==> src/rtl/kamacore_hazard_control_if.sv <==
// Hazard-control bus: pipeline status into the hazard unit, stage hold/clear controls out.
interface kamacore_hazard_control_if #(
  parameter int unsigned REG_ADDR_WIDTH  = 5,
  parameter int unsigned STALL_CNT_WIDTH = 16
);
  // Pipeline status from ID/EX/MEM
  logic [REG_ADDR_WIDTH-1:0]  id_rs1;
  logic [REG_ADDR_WIDTH-1:0]  id_rs2;
  logic                       id_uses_rs1;
  logic                       id_uses_rs2;
  logic [REG_ADDR_WIDTH-1:0]  ex_destination_register;
  logic                       ex_control_memory_read;
  logic                       ex_control_write_register;
  logic                       ex_branch_taken;
  logic                       mem_req;
  logic                       mem_ready;

  // Stage-register controls and performance counter
  logic                       hold_if;
  logic                       hold_id;
  logic                       hold_ex;
  logic                       hold_mem;
  logic                       clear_id;
  logic                       clear_ex;
  logic                       clear_mem;
  logic                       clear_wb;
  logic [STALL_CNT_WIDTH-1:0] stall_count;

  // Pipeline side: drives status, consumes controls
  modport master (
    output id_rs1, id_rs2, id_uses_rs1, id_uses_rs2,
    output ex_destination_register, ex_control_memory_read, ex_control_write_register,
    output ex_branch_taken, mem_req, mem_ready,
    input  hold_if, hold_id, hold_ex, hold_mem,
    input  clear_id, clear_ex, clear_mem, clear_wb, stall_count
  );

  // Hazard unit side
  modport slave (
    input  id_rs1, id_rs2, id_uses_rs1, id_uses_rs2,
    input  ex_destination_register, ex_control_memory_read, ex_control_write_register,
    input  ex_branch_taken, mem_req, mem_ready,
    output hold_if, hold_id, hold_ex, hold_mem,
    output clear_id, clear_ex, clear_mem, clear_wb, stall_count
  );
endinterface

==> src/rtl/kamacore_hazard_control.sv <==
// Hold/clear generation for the IF->ID->EX->MEM->WB stage registers:
// data-memory freeze, taken-branch flush, load-use stall, and a saturating
// stall-cycle counter. Controls are combinational from state and inputs.
module kamacore_hazard_control #(
  parameter int unsigned REG_ADDR_WIDTH  = 5,
  parameter int unsigned FLUSH_CYCLES    = 1,
  parameter int unsigned STALL_CNT_WIDTH = 16
) (
  input  logic                     clk,
  input  logic                     rst,
  kamacore_hazard_control_if.slave hz
);

  localparam int unsigned FLUSH_CNT_W = 3;
  localparam logic [FLUSH_CNT_W-1:0] FLUSH_RELOAD = FLUSH_CNT_W'(FLUSH_CYCLES - 1);

  typedef enum logic [1:0] {
    ST_RUN      = 2'd0,
    ST_FLUSH    = 2'd1,
    ST_MEM_WAIT = 2'd2
  } state_t;

  state_t                     r_state;
  state_t                     w_next_state;
  logic [FLUSH_CNT_W-1:0]     r_flush_cnt;
  logic [FLUSH_CNT_W-1:0]     w_next_flush_cnt;
  logic [STALL_CNT_WIDTH-1:0] r_stall_count;

  logic w_mem_wait;
  logic w_load_use;
  logic w_hold_if;
  logic w_hold_id;
  logic w_hold_ex;
  logic w_hold_mem;
  logic w_clear_id;
  logic w_clear_ex;
  logic w_clear_mem;
  logic w_clear_wb;

  assign w_mem_wait = hz.mem_req & ~hz.mem_ready;

  // Load in EX feeding a live source of the ID instruction; x0 never hazards
  assign w_load_use = hz.ex_control_memory_read & hz.ex_control_write_register &
                      (|hz.ex_destination_register) &
                      ((hz.id_uses_rs1 & (hz.id_rs1 == hz.ex_destination_register)) |
                       (hz.id_uses_rs2 & (hz.id_rs2 == hz.ex_destination_register)));

  // State, flush counter and stall counter registers
  always_ff @(posedge clk or posedge rst) begin
    if (rst) begin
      r_state       <= ST_RUN;
      r_flush_cnt   <= '0;
      r_stall_count <= '0;
    end else begin
      r_state     <= w_next_state;
      r_flush_cnt <= w_next_flush_cnt;
      if (w_hold_if && (r_stall_count != '1)) begin
        r_stall_count <= r_stall_count + STALL_CNT_WIDTH'(1);
      end
    end
  end

  // Next state and controls; priority is mem wait > branch flush > load-use
  always_comb begin
    w_next_state     = r_state;
    w_next_flush_cnt = r_flush_cnt;
    w_hold_if        = 1'b0;
    w_hold_id        = 1'b0;
    w_hold_ex        = 1'b0;
    w_hold_mem       = 1'b0;
    w_clear_id       = 1'b0;
    w_clear_ex       = 1'b0;
    w_clear_mem      = 1'b0;
    w_clear_wb       = 1'b0;

    if (rst) begin
      w_next_state     = ST_RUN;
      w_next_flush_cnt = '0;
      w_clear_id       = 1'b1;
      w_clear_ex       = 1'b1;
      w_clear_mem      = 1'b1;
      w_clear_wb       = 1'b1;
    end else if (w_mem_wait) begin
      // Freeze everything up to MEM; the flush countdown is parked
      w_hold_if    = 1'b1;
      w_hold_id    = 1'b1;
      w_hold_ex    = 1'b1;
      w_hold_mem   = 1'b1;
      w_clear_wb   = 1'b1;
      w_next_state = ST_MEM_WAIT;
    end else begin
      unique case (r_state)
        ST_MEM_WAIT: begin
          // Access completes: let the pipeline advance, resume any parked flush
          w_next_state = (r_flush_cnt != '0) ? ST_FLUSH : ST_RUN;
        end
        ST_RUN, ST_FLUSH: begin
          if (hz.ex_branch_taken) begin
            w_clear_id = 1'b1;
            w_clear_ex = 1'b1;
            if (FLUSH_CYCLES > 1) begin
              w_next_flush_cnt = FLUSH_RELOAD;
              w_next_state     = ST_FLUSH;
            end else begin
              w_next_flush_cnt = '0;
              w_next_state     = ST_RUN;
            end
          end else if (r_state == ST_FLUSH) begin
            // ID holds a bubble here, so no load-use check
            w_clear_id = 1'b1;
            if (r_flush_cnt != '0) begin
              w_next_flush_cnt = r_flush_cnt - FLUSH_CNT_W'(1);
            end
            if (r_flush_cnt <= FLUSH_CNT_W'(1)) begin
              w_next_state = ST_RUN;
            end
          end else if (w_load_use) begin
            w_hold_if  = 1'b1;
            w_hold_id  = 1'b1;
            w_clear_ex = 1'b1;
          end
        end
        default: begin
          w_next_state     = ST_RUN;
          w_next_flush_cnt = '0;
        end
      endcase
    end
  end

  assign hz.hold_if     = w_hold_if;
  assign hz.hold_id     = w_hold_id;
  assign hz.hold_ex     = w_hold_ex;
  assign hz.hold_mem    = w_hold_mem;
  assign hz.clear_id    = w_clear_id;
  assign hz.clear_ex    = w_clear_ex;
  assign hz.clear_mem   = w_clear_mem;
  assign hz.clear_wb    = w_clear_wb;
  assign hz.stall_count = r_stall_count;

endmodule
==> src/flat_wrapper.sv <==
// flat-port wrapper written by rule: the top's interface ports become plain ports
module kamacore_hazard_control_flat 
#(
  parameter int unsigned REG_ADDR_WIDTH  = 5,
  parameter int unsigned FLUSH_CYCLES    = 1,
  parameter int unsigned STALL_CNT_WIDTH = 16
)
  (clk, rst, hz_id_rs1, hz_id_rs2, hz_id_uses_rs1, hz_id_uses_rs2, hz_ex_destination_register, hz_ex_control_memory_read, hz_ex_control_write_register, hz_ex_branch_taken, hz_mem_req, hz_mem_ready, hz_hold_if, hz_hold_id, hz_hold_ex, hz_hold_mem, hz_clear_id, hz_clear_ex, hz_clear_mem, hz_clear_wb, hz_stall_count);
  kamacore_hazard_control_if #(.REG_ADDR_WIDTH(REG_ADDR_WIDTH), .STALL_CNT_WIDTH(STALL_CNT_WIDTH)) hz_i ();
  input  logic clk;
  input  logic rst;
  input wire logic [$bits(hz_i.id_rs1)-1:0] hz_id_rs1;
  input wire logic [$bits(hz_i.id_rs2)-1:0] hz_id_rs2;
  input wire logic [$bits(hz_i.id_uses_rs1)-1:0] hz_id_uses_rs1;
  input wire logic [$bits(hz_i.id_uses_rs2)-1:0] hz_id_uses_rs2;
  input wire logic [$bits(hz_i.ex_destination_register)-1:0] hz_ex_destination_register;
  input wire logic [$bits(hz_i.ex_control_memory_read)-1:0] hz_ex_control_memory_read;
  input wire logic [$bits(hz_i.ex_control_write_register)-1:0] hz_ex_control_write_register;
  input wire logic [$bits(hz_i.ex_branch_taken)-1:0] hz_ex_branch_taken;
  input wire logic [$bits(hz_i.mem_req)-1:0] hz_mem_req;
  input wire logic [$bits(hz_i.mem_ready)-1:0] hz_mem_ready;
  output wire logic [$bits(hz_i.hold_if)-1:0] hz_hold_if;
  output wire logic [$bits(hz_i.hold_id)-1:0] hz_hold_id;
  output wire logic [$bits(hz_i.hold_ex)-1:0] hz_hold_ex;
  output wire logic [$bits(hz_i.hold_mem)-1:0] hz_hold_mem;
  output wire logic [$bits(hz_i.clear_id)-1:0] hz_clear_id;
  output wire logic [$bits(hz_i.clear_ex)-1:0] hz_clear_ex;
  output wire logic [$bits(hz_i.clear_mem)-1:0] hz_clear_mem;
  output wire logic [$bits(hz_i.clear_wb)-1:0] hz_clear_wb;
  output wire logic [$bits(hz_i.stall_count)-1:0] hz_stall_count;
  assign hz_i.id_rs1 = hz_id_rs1;
  assign hz_i.id_rs2 = hz_id_rs2;
  assign hz_i.id_uses_rs1 = hz_id_uses_rs1;
  assign hz_i.id_uses_rs2 = hz_id_uses_rs2;
  assign hz_i.ex_destination_register = hz_ex_destination_register;
  assign hz_i.ex_control_memory_read = hz_ex_control_memory_read;
  assign hz_i.ex_control_write_register = hz_ex_control_write_register;
  assign hz_i.ex_branch_taken = hz_ex_branch_taken;
  assign hz_i.mem_req = hz_mem_req;
  assign hz_i.mem_ready = hz_mem_ready;
  assign hz_hold_if = hz_i.hold_if;
  assign hz_hold_id = hz_i.hold_id;
  assign hz_hold_ex = hz_i.hold_ex;
  assign hz_hold_mem = hz_i.hold_mem;
  assign hz_clear_id = hz_i.clear_id;
  assign hz_clear_ex = hz_i.clear_ex;
  assign hz_clear_mem = hz_i.clear_mem;
  assign hz_clear_wb = hz_i.clear_wb;
  assign hz_stall_count = hz_i.stall_count;
  kamacore_hazard_control #(.REG_ADDR_WIDTH(REG_ADDR_WIDTH), .FLUSH_CYCLES(FLUSH_CYCLES), .STALL_CNT_WIDTH(STALL_CNT_WIDTH)) u_core (.clk(clk), .rst(rst), .hz(hz_i));
endmodule
==> config.mk <==
export PLATFORM = sky130hd
export DESIGN_NAME = kamacore_hazard_control_flat
export DESIGN_NICKNAME = d
export VERILOG_FILES = /design/src/rtl/kamacore_hazard_control_if.sv /design/src/rtl/kamacore_hazard_control.sv /design/src/flat_wrapper.sv
export SDC_FILE = /design/constraint.sdc
export NUM_CORES = 1
export LEC_CHECK = 0
export CELL_PAD_IN_SITES_DETAIL_PLACEMENT = 2
export CELL_PAD_IN_SITES_GLOBAL_PLACEMENT = 2
export CORE_ASPECT_RATIO = 0.6
export CORE_MARGIN = 8
export CORE_UTILIZATION = 27
export DETAILED_ROUTE_END_ITERATION = 10
export PLACE_DENSITY = 0.81
export REMOVE_ABC_BUFFERS = 1
export SYNTH_ARGS = -nofsm -noshare
export SYNTH_HDL_FRONTEND = slang
export SYNTH_SLANG_ARGS = --single-unit
==> constraint.sdc <==
create_clock -name clk -period 3.7 [get_ports clk]
set_input_delay 0.925 -clock clk [delete_from_list [all_inputs] [get_ports clk]]
set_output_delay 0.925 -clock clk [all_outputs]
set_load 0.02 [all_outputs]
==> results of run 1 <==
[kinds of logic after synthesis]
group	Yosys count	synth area share
adders and majority gates	3	0.0294
muxes	1	0.00881
and+or+nand+nor	58	0.235
buffers and inverters	15	0.0588
DFF	21	0.411
xor gates and xnor gates	27	0.185
AOI/OAI and AO/OA	11	0.0715
[metrics by stage]
step / instance area (µm²) / hold WS, ns / total power [W] / setup TNS, ns / utilization
final: 1880 / 0.489 / 0.000644 / 0 / 0.411
after global routing: 1880 / 0.509 / 0.000683 / -0.0905 / 0.411
after CTS: 1870 / 0.494 / 0.000654 / -0.0589 / 0.410
after detailed placement: 1830 / 0.484 / 0.000500 / -0.882 / 0.400
after global placement: 1830 / 0.477 / 0.000492 / -0.665 / 0.400
after floorplan: 1240 / 0.518 / 0.000380 / 0 / -
[final cells by class]
class,count,area share
clock buffer,3,0.0220
clock inverter,1,0.00267
inverter,10,0.0200
multi-input combinational,100,0.366
sequential,21,0.280
tap,63,0.0420
timing repair buffer,52,0.267
[state kept, by name, summed over array words and instances (netlist names)]
signal / count
u_core.hz.stall_count: 16
u_core.r_flush_cnt: 3
u_core.r_state: 2
[timing repair]
item                       CTS  global route
setup endpoints to repair    3             3
gates cloned                 0             0
resized for setup            4             4
[cells in the final DEF, fill, tap and decap left out, drive strengths merged, types with 2 or more instances in the layout]
master and n:
clkdlybuf4s50 44, dfrtp 21, xnor2 16, nor2 14, xor2 11, inv 10, nand2 9, nand3 8
nand2b 5, nand4 5, buf 5, nor3 5, and3 4, clkbuf 4, ha 3, a21oi 3
nor2b 2, nor4 2, dlygate4sd2 2, o22ai 2
[worst max-delay path, stage by stage]
cell and delay (ns):
sky130_fd_sc_hd__clkdlybuf4s50_1 0.47, sky130_fd_sc_hd__or4_1 0.55, sky130_fd_sc_hd__o2111a_1 0.30, sky130_fd_sc_hd__nand3_1 0.10
sky130_fd_sc_hd__nand2_1 0.07, sky130_fd_sc_hd__dlygate4sd2_1 0.34
[power by group through the flow]
stage	logic, W	registers (W)	clock network, W
final	0.000204	0.000287	0.000153
after floorplan	0.0000664	0.000314	0
after global placement	0.000201	0.000290	0
after CTS	0.000209	0.000288	0.000158
after global routing	0.000220	0.000294	0.000169
after detailed placement	0.000208	0.000292	0
[layer usage]
metal | up-vias | share of wire
met5 | - | 0
met4 | 0 | 0
met3 | 0 | 0.020
met2 | 10 | 0.52
met1 | 582 | 0.46
li1 | 557 | -
[worst max-delay path by stage]
stage                                             start          end  slack [ns]  cells after the start
final                     hz_ex_destination_register[3]   hz_hold_id        0.03                      6
after global routing      hz_ex_destination_register[3]   hz_hold_id       -0.05                      6
after CTS                 hz_ex_destination_register[3]  hz_clear_ex       -0.06                      6
after detailed placement  hz_ex_destination_register[1]  hz_clear_ex       -0.33                      7
after global placement    hz_ex_destination_register[3]  hz_clear_ex       -0.26                      6
after floorplan           hz_ex_destination_register[1]  hz_clear_ex        0.64                      5
==> results.md, run 1 <==
| Stage | Metric | Reported |
|:---|:---|:---|
| cts | Setup fix buffers added after clock tree synthesis | 0 |
| worst setup path | Startpoint types | primary input |
| sta | Transition time of the tightest slew-check pin | 0.474 ns |
| grt | Initial antenna violation count | 0 |
| grt | Met3 GRT Util | 0.0213 |
| layout | Area occupied by registers | 526 µm² |
| synth | Post-synthesis instance total | 136 |
| synth | Most common library cells after synthesis | 21 x sky130_fd_sc_hd__dfrtp_1, 16 x sky130_fd_sc_hd__xnor2_1, 14 x sky130_fd_sc_hd__nor2_1, 11 x sky130_fd_sc_hd__xor2_1, 10 x sky130_fd_sc_hd__inv_1 |
| sta | Number of max-slew violations in the final report | 0 |
| power | Fraction of power consumed by combinational cells | 0.317 |
| worst setup path | Top fanout value on the critical path | 3 |
| sta | Setup ws final | 0.0298 ns |
| grt | Busiest layer in global routing | met2 |
| min path | Min-Delay Path Depth | 1 |
| synth | Biggest area contributors in the synthesized netlist | sky130_fd_sc_hd__dfrtp_1 41%, sky130_fd_sc_hd__xnor2_1 11%, sky130_fd_sc_hd__xor2_1 7.5% |
| layout | Layout Area Growth over Synthesis | 46.8% |
| grt | M2 GR Usage | 0.220 |
| power | Psw | 0.000209 W |
| placement | Post-DP HPWL | 3600 µm |
| route | DRC violations left | 0 |
| sta | Headroom to the max-slew limit | 0.683 |
| route | Remaining number of nets flagged by the antenna check after routing | 0 |
| cts | Clk pin slew, worst setup/hold paths | 0.07 ns |
| sta | Count of endpoints failing hold in the final timing report | 0 |
| floorplanning | Overall die width | 105 µm |
| floorplanning | Die Y | 69.3 µm |
| floorplanning | Total core area | 4560 µm² |
| sta | Achievable clock frequency | 0.272 GHz |
| cts | Deepest level of the CTS H-tree | 1 |
| route | Number of vias per cell after detailed routing | 4.60 |
| cts | Clock tree from TritonCTS | yes |
| synth | Most frequent cell after synthesis | sky130_fd_sc_hd__dfrtp_1 |
| synth | EDFF count, synth | 0 |
| worst setup path | Startpoint of the worst register-to-register path | u_core.hz.stall_count[6] |
| grt | Via count of the first global-routing pass | 1346 |
| placement | Final weighted congestion in routability-driven placement | 0.703 |
| min path | Origin of the worst min-delay path | u_core.hz.stall_count[4] |
| power | Static power due to leakage | 0.824 nW |
| placement | Number of I/O port buffers | 47 |
| layout | Area of the multi-input gates | 687 µm² |
| layout | Layout cells sized above 1 | 0.0802 |
| layout | # diodes | 0 |
| floorplanning | IO Pins | 48 |
| cts | Max clock buf depth | 2 |
| synth | Top cell type by total area after synthesis | sky130_fd_sc_hd__dfrtp_1 |
| cts | Number of buffers added by the clock tree synthesis step | 3 |
| power | Share of total power in sequential cells | 0.446 |
| worst setup path | Worst path required time | 2.77 ns |
| route | Vias post-DR | 1149 |
| sta | Share of the cycle needed by the critical path after routing | 0.992 |
| power | Cell Int Power | 0.000435 W |
| synth | Sequential share of the synthesized area | 0.411 |
| synth | Fraction of synthesized cell area taken by the top area cell type | 0.411 |
| worst setup path | Flop2flop setup slack | 1.20 ns |
| min path | Hold Crit Endpoint | u_core.hz.stall_count[4] |
| layout | Post-Layout Cell Count | 250 |
| cts | CTS Root Cell | sky130_fd_sc_hd__clkbuf_8 |
| power | Switching share of power | 0.324 |
| cts | # hold bufs at CTS | 0 |
| cts | Clock latency on the worst-skew pair | 0.26 ns |
| worst setup path | Critical path data arrival time | 2.75 ns |
| sta | Final worst path period need | 3.67 ns |
| floorplanning | Area of the die | 7260 µm² |
| synth | Avg Cell Area, Syn | 9.39 µm² |
| worst setup path | Depth of the worst register-to-register path | 5 |
| synth | Count of state elements after synthesis | 21 |
| min path | Worst min path class | flip-flop to flip-flop |
| grt | Met1 track demand over resource | 0.148 |
| route | Routed len/inst | 17.3 µm |
| synth | Total standard cell area after synthesis | 1280 µm² |
| worst setup path | FF-to-FF End | u_core.hz.stall_count[1] |
| placement | Worst slack at placement | -0.329 ns |
| status | Status | finished, final reports clean |
| grt | Pin count of the biggest net entering global routing | 22 |
| route | Initial drt markers | 37 |
| sta | Setup repair after global routing missed its margin | yes |
| grt | Grt ovf | 0 |
| layout | Fill cells | 524 |
| placement | Post-placement cell count | 246 |
| worst setup path | Critical Setup Path Class | primary input to primary output |
| synth | Most common flop cell mapped by yosys | sky130_fd_sc_hd__dfrtp_1 |
| grt | Global-route usage over all layers | 0.121 |
| power | Highest ir drop seen on vdd | 0.241 mV |
| synth | Yosys warnings | 0 |
| flow run | Max-cap violations | 0 |
| grt | Wire length of the first global-routing pass | 7270 µm |
| layout | # nets final | 215 |
| route | First-pass iteration count of the detailed router | 4 |
| power | Total power divided by cell area | 343 nW/µm² |
| sta | Final number of setup-violating endpoints | 0 |
| cts | Clock tree sinks | 21 |
| floorplanning | Cell row count | 19 |
| worst setup path | Worst Setup End Kind | primary output |
| floorplanning | Initial Util | 0.280 |
| route | DRT Wirelength | 4340 µm |
| power | Relative contribution of the clock network to total power | 0.237 |
| synth | Distinct cells, synth | 32 |
| synth | Fraction of registers with async set/reset | 1.00 |
| sta | Worst clock skew | 0.0100 ns |
No activity file was read; power rests on OpenSTA's default activity.
==> run 2: changes to the inputs <==
--- a/config.mk
+++ b/config.mk
@@ -11,8 +11,10 @@
 export CORE_MARGIN = 8
 export CORE_UTILIZATION = 27
 export DETAILED_ROUTE_END_ITERATION = 10
+export MAX_ROUTING_LAYER = met4
 export PLACE_DENSITY = 0.81
 export REMOVE_ABC_BUFFERS = 1
+export SLEW_MARGIN = 20
 export SYNTH_ARGS = -nofsm -noshare
 export SYNTH_HDL_FRONTEND = slang
 export SYNTH_SLANG_ARGS = --single-unit
==> run 2 against run 1 <==
Worst setup slack did not move. Critical path depth did not move. Core utilization did not move. First-iteration DRC count grew 2.7%. Total power grew 0.16%. Wire length rose by 0.39%. Cell count unchanged. Clock skew about the same. Global-route usage rose by 0.36 points. Final area stayed put. Maximum frequency stayed put. Sequential cell count stayed put. Largest cell class unchanged. Largest power group unchanged.
==> results.md, run 2 (synthesized netlist as in run 1, its figures left out) <==
| Stage | Metric | Reported | Delta |
|:---|:---|:---|:---|
| cts | Max clock buf depth | 2 | unchanged |
| grt | Wire length of the first global-routing pass | 7270 µm | unchanged |
| worst setup path | Worst path required time | 2.77 ns | about the same |
| floorplanning | Total core area | 4560 µm² | unchanged |
| cts | CTS Root Cell | sky130_fd_sc_hd__clkbuf_8 | unchanged |
| route | DRC violations left | 0 | unchanged |
| status | Status | finished, final reports clean | unchanged |
| power | Psw | 0.000210 W | was 0.000209 W |
| route | DRT Wirelength | 4350 µm | was 4340 µm |
| route | Initial drt markers | 38 | was 37 |
| floorplanning | IO Pins | 48 | unchanged |
| cts | # hold bufs at CTS | 0 | unchanged |
| cts | Setup fix buffers added after clock tree synthesis | 0 | unchanged |
| sta | Worst clock skew | 0.0102 ns | was 0.0100 ns |
| sta | Achievable clock frequency | 0.272 GHz | unchanged |
| sta | Final number of setup-violating endpoints | 0 | unchanged |
| worst setup path | Top fanout value on the critical path | 3 | unchanged |
| cts | Deepest level of the CTS H-tree | 1 | unchanged |
| floorplanning | Area of the die | 7260 µm² | unchanged |
| layout | Number of flip-flops under the largest register name | 16 | unchanged |
| placement | Post-placement cell count | 246 | unchanged |
| power | Cell Int Power | 0.000435 W | about the same |
| floorplanning | Initial Util | 0.280 | unchanged |
| worst setup path | Critical Setup Path Class | primary input to primary output | unchanged |
| grt | Global-route usage over all layers | 0.125 | was 0.121 |
| cts | Number of buffers added by the clock tree synthesis step | 3 | unchanged |
| route | Vias post-DR | 1149 | unchanged |
| sta | Final worst path period need | 3.67 ns | unchanged |
| layout | Area occupied by registers | 526 µm² | unchanged |
| layout | Commonest non-fill, non-tap cell in the layout | sky130_fd_sc_hd__clkdlybuf4s50_1 | unchanged |
| grt | Via count of the first global-routing pass | 1341 | was 1346 |
| sta | Setup repair after global routing missed its margin | yes | unchanged |
| sta | Setup ws final | 0.0298 ns | unchanged |
| cts | Clock latency on the worst-skew pair | 0.26 ns | about the same |
| sta | Share of the cycle needed by the critical path after routing | 0.992 | unchanged |
| flow run | Max-cap violations | 0 | unchanged |
| power | Static power due to leakage | 0.824 nW | unchanged |
| power | Relative contribution of the clock network to total power | 0.236 | was 0.237 |
| grt | Initial antenna violation count | 0 | unchanged |
| route | Remaining number of nets flagged by the antenna check after routing | 0 | unchanged |
| route | Number of vias per cell after detailed routing | 4.60 | unchanged |
| grt | Grt ovf | 0 | unchanged |
| power | Highest ir drop seen on vdd | 0.241 mV | about the same |
| layout | # diodes | 0 | unchanged |
| layout | Fill cells | 524 | unchanged |
| sta | Headroom to the max-slew limit | 0.679 | was 0.683 |
| cts | Clock tree sinks | 21 | unchanged |
| worst setup path | Worst Setup End Kind | primary output | unchanged |
| placement | Final weighted congestion in routability-driven placement | 0.711 | was 0.703 |
| layout | Layout cells sized above 1 | 0.0802 | unchanged |
| layout | Layout Area Growth over Synthesis | 46.8% | unchanged |
| floorplanning | Cell row count | 19 | unchanged |
| grt | Pin count of the biggest net entering global routing | 22 | unchanged |
| worst setup path | Critical path data arrival time | 2.75 ns | about the same |
| placement | Number of I/O port buffers | 47 | unchanged |
| layout | Post-Layout Cell Count | 250 | unchanged |
| placement | Placement Cell Area | 1830 µm² | unchanged |
| power | Fraction of power consumed by combinational cells | 0.317 | about the same |
| worst setup path | Startpoint types | primary input | unchanged |
| power | Switching share of power | 0.326 | was 0.324 |
| placement | Post-DP HPWL | 3600 µm | unchanged |
| cts | Clk pin slew, worst setup/hold paths | 0.07 ns | about the same |
| layout | # nets final | 215 | unchanged |
| floorplanning | Overall die width | 105 µm | unchanged |
| layout | Area of the multi-input gates | 687 µm² | unchanged |
| route | First-pass iteration count of the detailed router | 4 | unchanged |
| placement | Worst slack at placement | -0.329 ns | unchanged |
| sta | Transition time of the tightest slew-check pin | 0.481 ns | was 0.474 ns |
| power | Share of total power in sequential cells | 0.447 | was 0.446 |
| layout | Highest-count cells in the layout ignoring fill and taps | 44 x sky130_fd_sc_hd__clkdlybuf4s50_1, 21 x sky130_fd_sc_hd__dfrtp_1, 16 x sky130_fd_sc_hd__xnor2_1 | unchanged |
| min path | Worst min path class | flip-flop to flip-flop | unchanged |
| cts | Clock tree from TritonCTS | yes | unchanged |
| route | Routed len/inst | 17.4 µm | was 17.3 µm |
| floorplanning | Die Y | 69.3 µm | unchanged |
| sta | Count of endpoints failing hold in the final timing report | 0 | unchanged |
| layout | Finished layout cell area | 1880 µm² | unchanged |
| sta | Number of max-slew violations in the final report | 0 | unchanged |
| power | Total power divided by cell area | 344 nW/µm² | was 343 nW/µm² |
run 2: cell counts in the layout (fill, tap and decap cells not counted):
Identical to the previous run, type by type.
run 2: timing repair:
| action | CTS | global route |
|---|---|---|
| setup endpoints to repair | 3 | 3 |
| endpoints found under the hold margin | 0 | 0 |
| resized for setup | 4 | 4 |
| gates cloned | 0 | 0 |
run 2: path summary, 6_finish.rpt:
| path | from | end | slack (ns) | depth (start not counted) |
|---|---|---|---|---|
| worst max-delay path | hz_ex_destination_register[3] | hz_hold_id | 0.03 | 6 |
| worst min-delay path | u_core.hz.stall_count[4] | u_core.hz.stall_count[4] | 0.49 | 1 |
| worst max register to register | u_core.hz.stall_count[6] | u_core.hz.stall_count[1] | 1.19 | 5 |
| worst min register to register | u_core.hz.stall_count[4] | u_core.hz.stall_count[4] | 0.49 | 1 |
| max in group asynchronous | rst | u_core.hz.stall_count[4] | 2.18 | 3 |
| min in group asynchronous | rst | u_core.r_state[0] | 1.29 | 3 |
run 2: final cells by class:
| cell class | count | area share |
|---|---|---|
| clock buffers | 3 | 0.0220 |
| clock inverters | 1 | 0.00267 |
| inverters | 10 | 0.0200 |
| multi-input cells | 100 | 0.366 |
| flip-flops and latches | 21 | 0.280 |
| well taps | 63 | 0.0420 |
| repair buffers | 52 | 0.267 |
run 2: power groups by stage:
stage               Clock [W]  Combinational (W)  Sequential [W]
floorplan                   0          0.0000664        0.000314
global placement            0           0.000201        0.000290
detailed placement          0           0.000208        0.000292
CTS                  0.000158           0.000209        0.000288
global route         0.000170           0.000220        0.000294
finish               0.000152           0.000204        0.000288
run 2: stage by stage:
step / TNS [ns] / hold WS (ns) / utilization / power, W
global route: -0.0905 / 0.509 / 0.411 / 0.000684
finish: 0 / 0.489 / 0.411 / 0.000645
detailed placement: -0.882 / 0.484 / 0.400 / 0.000500
floorplan: 0 / 0.518 / - / 0.000380
CTS: -0.0589 / 0.494 / 0.410 / 0.000654
global placement: -0.665 / 0.477 / 0.400 / 0.000492
run 2: critical path, stage by stage:
cell and delay, ns:
sky130_fd_sc_hd__clkdlybuf4s50_1 0.47, sky130_fd_sc_hd__or4_1 0.55, sky130_fd_sc_hd__o2111a_1 0.30, sky130_fd_sc_hd__nand3_1 0.10, sky130_fd_sc_hd__nand2_1 0.07, sky130_fd_sc_hd__dlygate4sd2_1 0.34
run 2: layer usage:
layer,routed length (µm),track usage,part of all wire,up-vias
met1,2050,0.151,0.47,581
li1,-,-,-,558
met5,0,-,0,-
met3,54,0.0176,0.012,0
met4,0,0.0189,0,0
met2,2250,0.220,0.52,10
==> run 3: changes to the inputs <==
--- a/config.mk
+++ b/config.mk
@@ -5,14 +5,14 @@
 export SDC_FILE = /design/constraint.sdc
 export NUM_CORES = 1
 export LEC_CHECK = 0
-export CELL_PAD_IN_SITES_DETAIL_PLACEMENT = 2
-export CELL_PAD_IN_SITES_GLOBAL_PLACEMENT = 2
+export CELL_PAD_IN_SITES_DETAIL_PLACEMENT = 0
+export CELL_PAD_IN_SITES_GLOBAL_PLACEMENT = 1
 export CORE_ASPECT_RATIO = 0.6
 export CORE_MARGIN = 8
-export CORE_UTILIZATION = 27
+export CORE_UTILIZATION = 34
 export DETAILED_ROUTE_END_ITERATION = 10
 export MAX_ROUTING_LAYER = met4
-export PLACE_DENSITY = 0.81
+export PLACE_DENSITY = 0.8
 export REMOVE_ABC_BUFFERS = 1
 export SLEW_MARGIN = 20
 export SYNTH_ARGS = -nofsm -noshare
==> run 3 against run 2 <==
Global-route usage fell by 0.55 points. Final area rose by 0.27%. Die area fell by 17%. Via count fell by 1.7%. First-iteration DRC count fell by 11%. Clock-buffer cell count did not move. Largest power group unchanged. Highest routed layer is now met4.
==> results.md, run 3 (synthesized netlist as in run 1, its figures left out) <==
| Stage | Metric | Reported | Delta |
|:---|:---|:---|:---|
| status | Status | finished, final reports clean | unchanged |
| power | Share of total power in sequential cells | 0.447 | about the same |
| sta | Worst clock skew | 0.00287 ns | was 0.0102 ns |
| sta | Setup repair after global routing missed its margin | yes | unchanged |
| grt | Grt ovf | 0 | unchanged |
| layout | Fill cells | 330 | was 524 |
| route | First-pass iteration count of the detailed router | 4 | unchanged |
| worst setup path | Critical Setup Path Class | primary input to primary output | unchanged |
| grt | Via count of the first global-routing pass | 1134 | was 1341 |
| grt | Pin count of the biggest net entering global routing | 17 | was 22 |
| worst setup path | Worst path required time | 2.77 ns | about the same |
| min path | Min-Delay Path Depth | 1 | unchanged |
| power | Total power divided by cell area | 339 nW/µm² | was 344 nW/µm² |
| worst setup path | Top fanout value on the critical path | 3 | unchanged |
| layout | # diodes | 0 | unchanged |
| cts | Clk pin slew, worst setup/hold paths | 0.07 ns | about the same |
| cts | Deepest level of the CTS H-tree | 1 | unchanged |
| power | Switching share of power | 0.315 | was 0.326 |
| cts | CTS Root Cell | sky130_fd_sc_hd__clkbuf_8 | unchanged |
| worst setup path | Startpoint of the worst register-to-register path | u_core.hz.stall_count[6] | unchanged |
| min path | Hold Crit Endpoint | u_core.hz.stall_count[4] | unchanged |
| grt | Initial antenna violation count | 0 | unchanged |
| layout | Area of the multi-input gates | 677 µm² | was 687 µm² |
| layout | # nets final | 219 | was 215 |
| route | Initial drt markers | 34 | was 38 |
| grt | Global-route usage over all layers | 0.120 | was 0.125 |
| floorplanning | Initial Util | 0.351 | was 0.280 |
| power | Static power due to leakage | 0.843 nW | was 0.824 nW |
| sta | Headroom to the max-slew limit | 0.689 | was 0.679 |
| worst setup path | Worst Setup End Kind | primary output | unchanged |
| floorplanning | Cell row count | 17 | was 19 |
| floorplanning | Total core area | 3640 µm² | was 4560 µm² |
| floorplanning | IO Pins | 48 | unchanged |
| layout | Commonest non-fill, non-tap cell in the layout | sky130_fd_sc_hd__clkdlybuf4s50_1 | unchanged |
| layout | Layout Area Growth over Synthesis | 47.2% | was 46.8% |
| sta | Number of max-slew violations in the final report | 0 | unchanged |
| route | Number of vias per cell after detailed routing | 4.75 | was 4.60 |
| power | Cell Int Power | 0.000438 W | was 0.000435 W |
| placement | Post-placement cell count | 234 | was 246 |
| worst setup path | CP max stage delay | 0.49 ns | was 0.55 ns |
| floorplanning | Area of the die | 6040 µm² | was 7260 µm² |
| floorplanning | Die Y | 63.5 µm | was 69.3 µm |
| worst setup path | Flop2flop setup slack | 1.33 ns | was 1.19 ns |
| route | Vias post-DR | 1130 | was 1149 |
| route | DRT Wirelength | 3380 µm | was 4350 µm |
| power | Relative contribution of the clock network to total power | 0.236 | about the same |
| layout | Number of flip-flops under the largest register name | 16 | unchanged |
| sta | Count of endpoints failing hold in the final timing report | 0 | unchanged |
| layout | Layout cells sized above 1 | 0.0838 | was 0.0802 |
| layout | Post-Layout Cell Count | 238 | was 250 |
| worst setup path | FF-to-FF End | u_core.hz.stall_count[1] | unchanged |
| power | Highest ir drop seen on vdd | 0.188 mV | was 0.241 mV |
| cts | Number of buffers added by the clock tree synthesis step | 3 | unchanged |
| placement | Post-DP HPWL | 2820 µm | was 3600 µm |
| cts | Clock tree sinks | 21 | unchanged |
| power | Psw | 0.000201 W | was 0.000210 W |
| worst setup path | Library cell contributing the largest single delay on the critical path | sky130_fd_sc_hd__or4_1 | unchanged |
| cts | # hold bufs at CTS | 0 | unchanged |
| route | DRC violations left | 0 | unchanged |
| layout | Highest-count cells in the layout ignoring fill and taps | 44 x sky130_fd_sc_hd__clkdlybuf4s50_1, 21 x sky130_fd_sc_hd__dfrtp_1, 16 x sky130_fd_sc_hd__xnor2_1 | unchanged |
| flow run | Max-cap violations | 0 | unchanged |
| cts | Clock latency on the worst-skew pair | 0.26 ns | about the same |
| route | Routed len/inst | 14.2 µm | was 17.4 µm |
| worst setup path | Startpoint types | primary input | unchanged |
| sta | Final number of setup-violating endpoints | 0 | unchanged |
| layout | Area occupied by registers | 526 µm² | unchanged |
| worst setup path | Critical path data arrival time | 2.69 ns | was 2.75 ns |
| worst setup path | Critical path buffer and inverter count | 2 | unchanged |
| floorplanning | Overall die width | 95.1 µm | was 105 µm |
| power | Fraction of power consumed by combinational cells | 0.317 | about the same |
| cts | Clock tree from TritonCTS | yes | unchanged |
| route | Remaining number of nets flagged by the antenna check after routing | 0 | unchanged |
| min path | Origin of the worst min-delay path | u_core.hz.stall_count[4] | unchanged |
| cts | Max clock buf depth | 2 | unchanged |
| min path | Worst min path class | flip-flop to flip-flop | unchanged |
| power | Total Power | 0.000638 W | was 0.000645 W |
| worst setup path | Depth of the worst register-to-register path | 5 | unchanged |
| placement | Number of I/O port buffers | 47 | unchanged |
| sta | Final worst path period need | 3.62 ns | was 3.67 ns |
| worst setup path | Critical path cell sequence | clkdlybuf4s50_1, or4_1, o2111a_1, a21oi_1, o31ai_1, clkdlybuf4s15_1 | was clkdlybuf4s50_1, or4_1, o2111a_1, nand3_1, nand2_1, dlygate4sd2_1 |
| sta | Transition time of the tightest slew-check pin | 0.465 ns | was 0.481 ns |
| grt | Wire length of the first global-routing pass | 5640 µm | was 7270 µm |
| placement | Final weighted congestion in routability-driven placement | 0.769 | was 0.711 |
| sta | Share of the cycle needed by the critical path after routing | 0.977 | was 0.992 |
| sta | Achievable clock frequency | 0.277 GHz | was 0.272 GHz |
| worst setup path | Crit-path leading delay family | buffers and inverters | unchanged |
-- run 3: changes by cell type in the layout (fill, tap and decap cells not counted) --
cell / before / now
sky130_fd_sc_hd__a21oi_1: 1 / 2
sky130_fd_sc_hd__a21oi_2: 1 / 0
sky130_fd_sc_hd__buf_4: 5 / 9
sky130_fd_sc_hd__clkbuf_2: 1 / 0
sky130_fd_sc_hd__clkdlybuf4s15_1: 0 / 1
sky130_fd_sc_hd__o22ai_1: 1 / 2
sky130_fd_sc_hd__o22ai_2: 1 / 0
-- run 3: stage by stage --
step / setup TNS [ns] / hold slack (ns) / instance area (µm²) / worst slack (ns) / util
floorplan: 0 / 0.518 / 1240 / 0.645 / -
global placement: -0.434 / 0.479 / 1840 / -0.179 / 0.505
finish: 0 / 0.486 / 1880 / 0.0839 / 0.517
detailed placement: -0.528 / 0.482 / 1840 / -0.178 / 0.505
CTS: 0 / 0.493 / 1880 / 0.0477 / 0.517
global route: -0.0173 / 0.503 / 1880 / -0.00983 / 0.517
-- run 3: per-layer routing --
layer,track usage,part of all wire
met3,0.0319,0.034
met5,-,0
met1,0.151,0.47
met4,0.0290,0.0077
met2,0.184,0.49
-- run 3: layout make-up --
type,instances,area share
Tap cell,47,0.0313
Timing Repair Buffer,56,0.285
Inverter,10,0.0200
Sequential cell,21,0.279
Clock inverter,1,0.00266
Multi-Input combinational cell,100,0.360
Clock buffer,3,0.0220
-- run 3: worst max path at each step --
| stage | start | to | slack [ns] | cells past startpoint |
|---|---|---|---|---|
| finish | hz_ex_destination_register[2] | hz_clear_ex | 0.08 | 6 |
| global placement | hz_ex_destination_register[0] | hz_clear_ex | -0.18 | 6 |
| global route | hz_ex_destination_register[0] | hz_hold_if | -0.01 | 9 |
| floorplan | hz_ex_destination_register[1] | hz_clear_ex | 0.64 | 5 |
| detailed placement | hz_ex_destination_register[3] | hz_hold_if | -0.18 | 9 |
| CTS | hz_ex_destination_register[0] | hz_clear_ex | 0.05 | 6 |
-- run 3: what timing repair did --
| action | 4_1_cts | 5_1_grt |
|---|---|---|
| endpoints found under the setup margin | 3 | 3 |
| pin swaps | 0 | 0 |
| resized for setup | 3 | 1 |
| setup buffers | 0 | 0 |
| hold endpoints to repair | 0 | 0 |
| cloned | 0 | 0 |
-- run 3: worst reg2reg max path, stage by stage (launching register included) --
cell,delay [ns]
sky130_fd_sc_hd__dfrtp_1,0.45
sky130_fd_sc_hd__nand4_1,0.18
sky130_fd_sc_hd__or3_1,0.43
sky130_fd_sc_hd__o311a_1,0.39
sky130_fd_sc_hd__a21oi_4,0.43
sky130_fd_sc_hd__mux2_2,0.39
-- run 3: power groups by stage --
stage	clock, W	combinational [W]	sequential (W)
2_1_floorplan	0	0.0000664	0.000314
3_3_place_gp	0	0.000204	0.000288
3_5_place_dp	0	0.000207	0.000291
4_1_cts	0.000156	0.000206	0.000286
5_1_grt	0.000167	0.000220	0.000291
6_report	0.000151	0.000202	0.000285
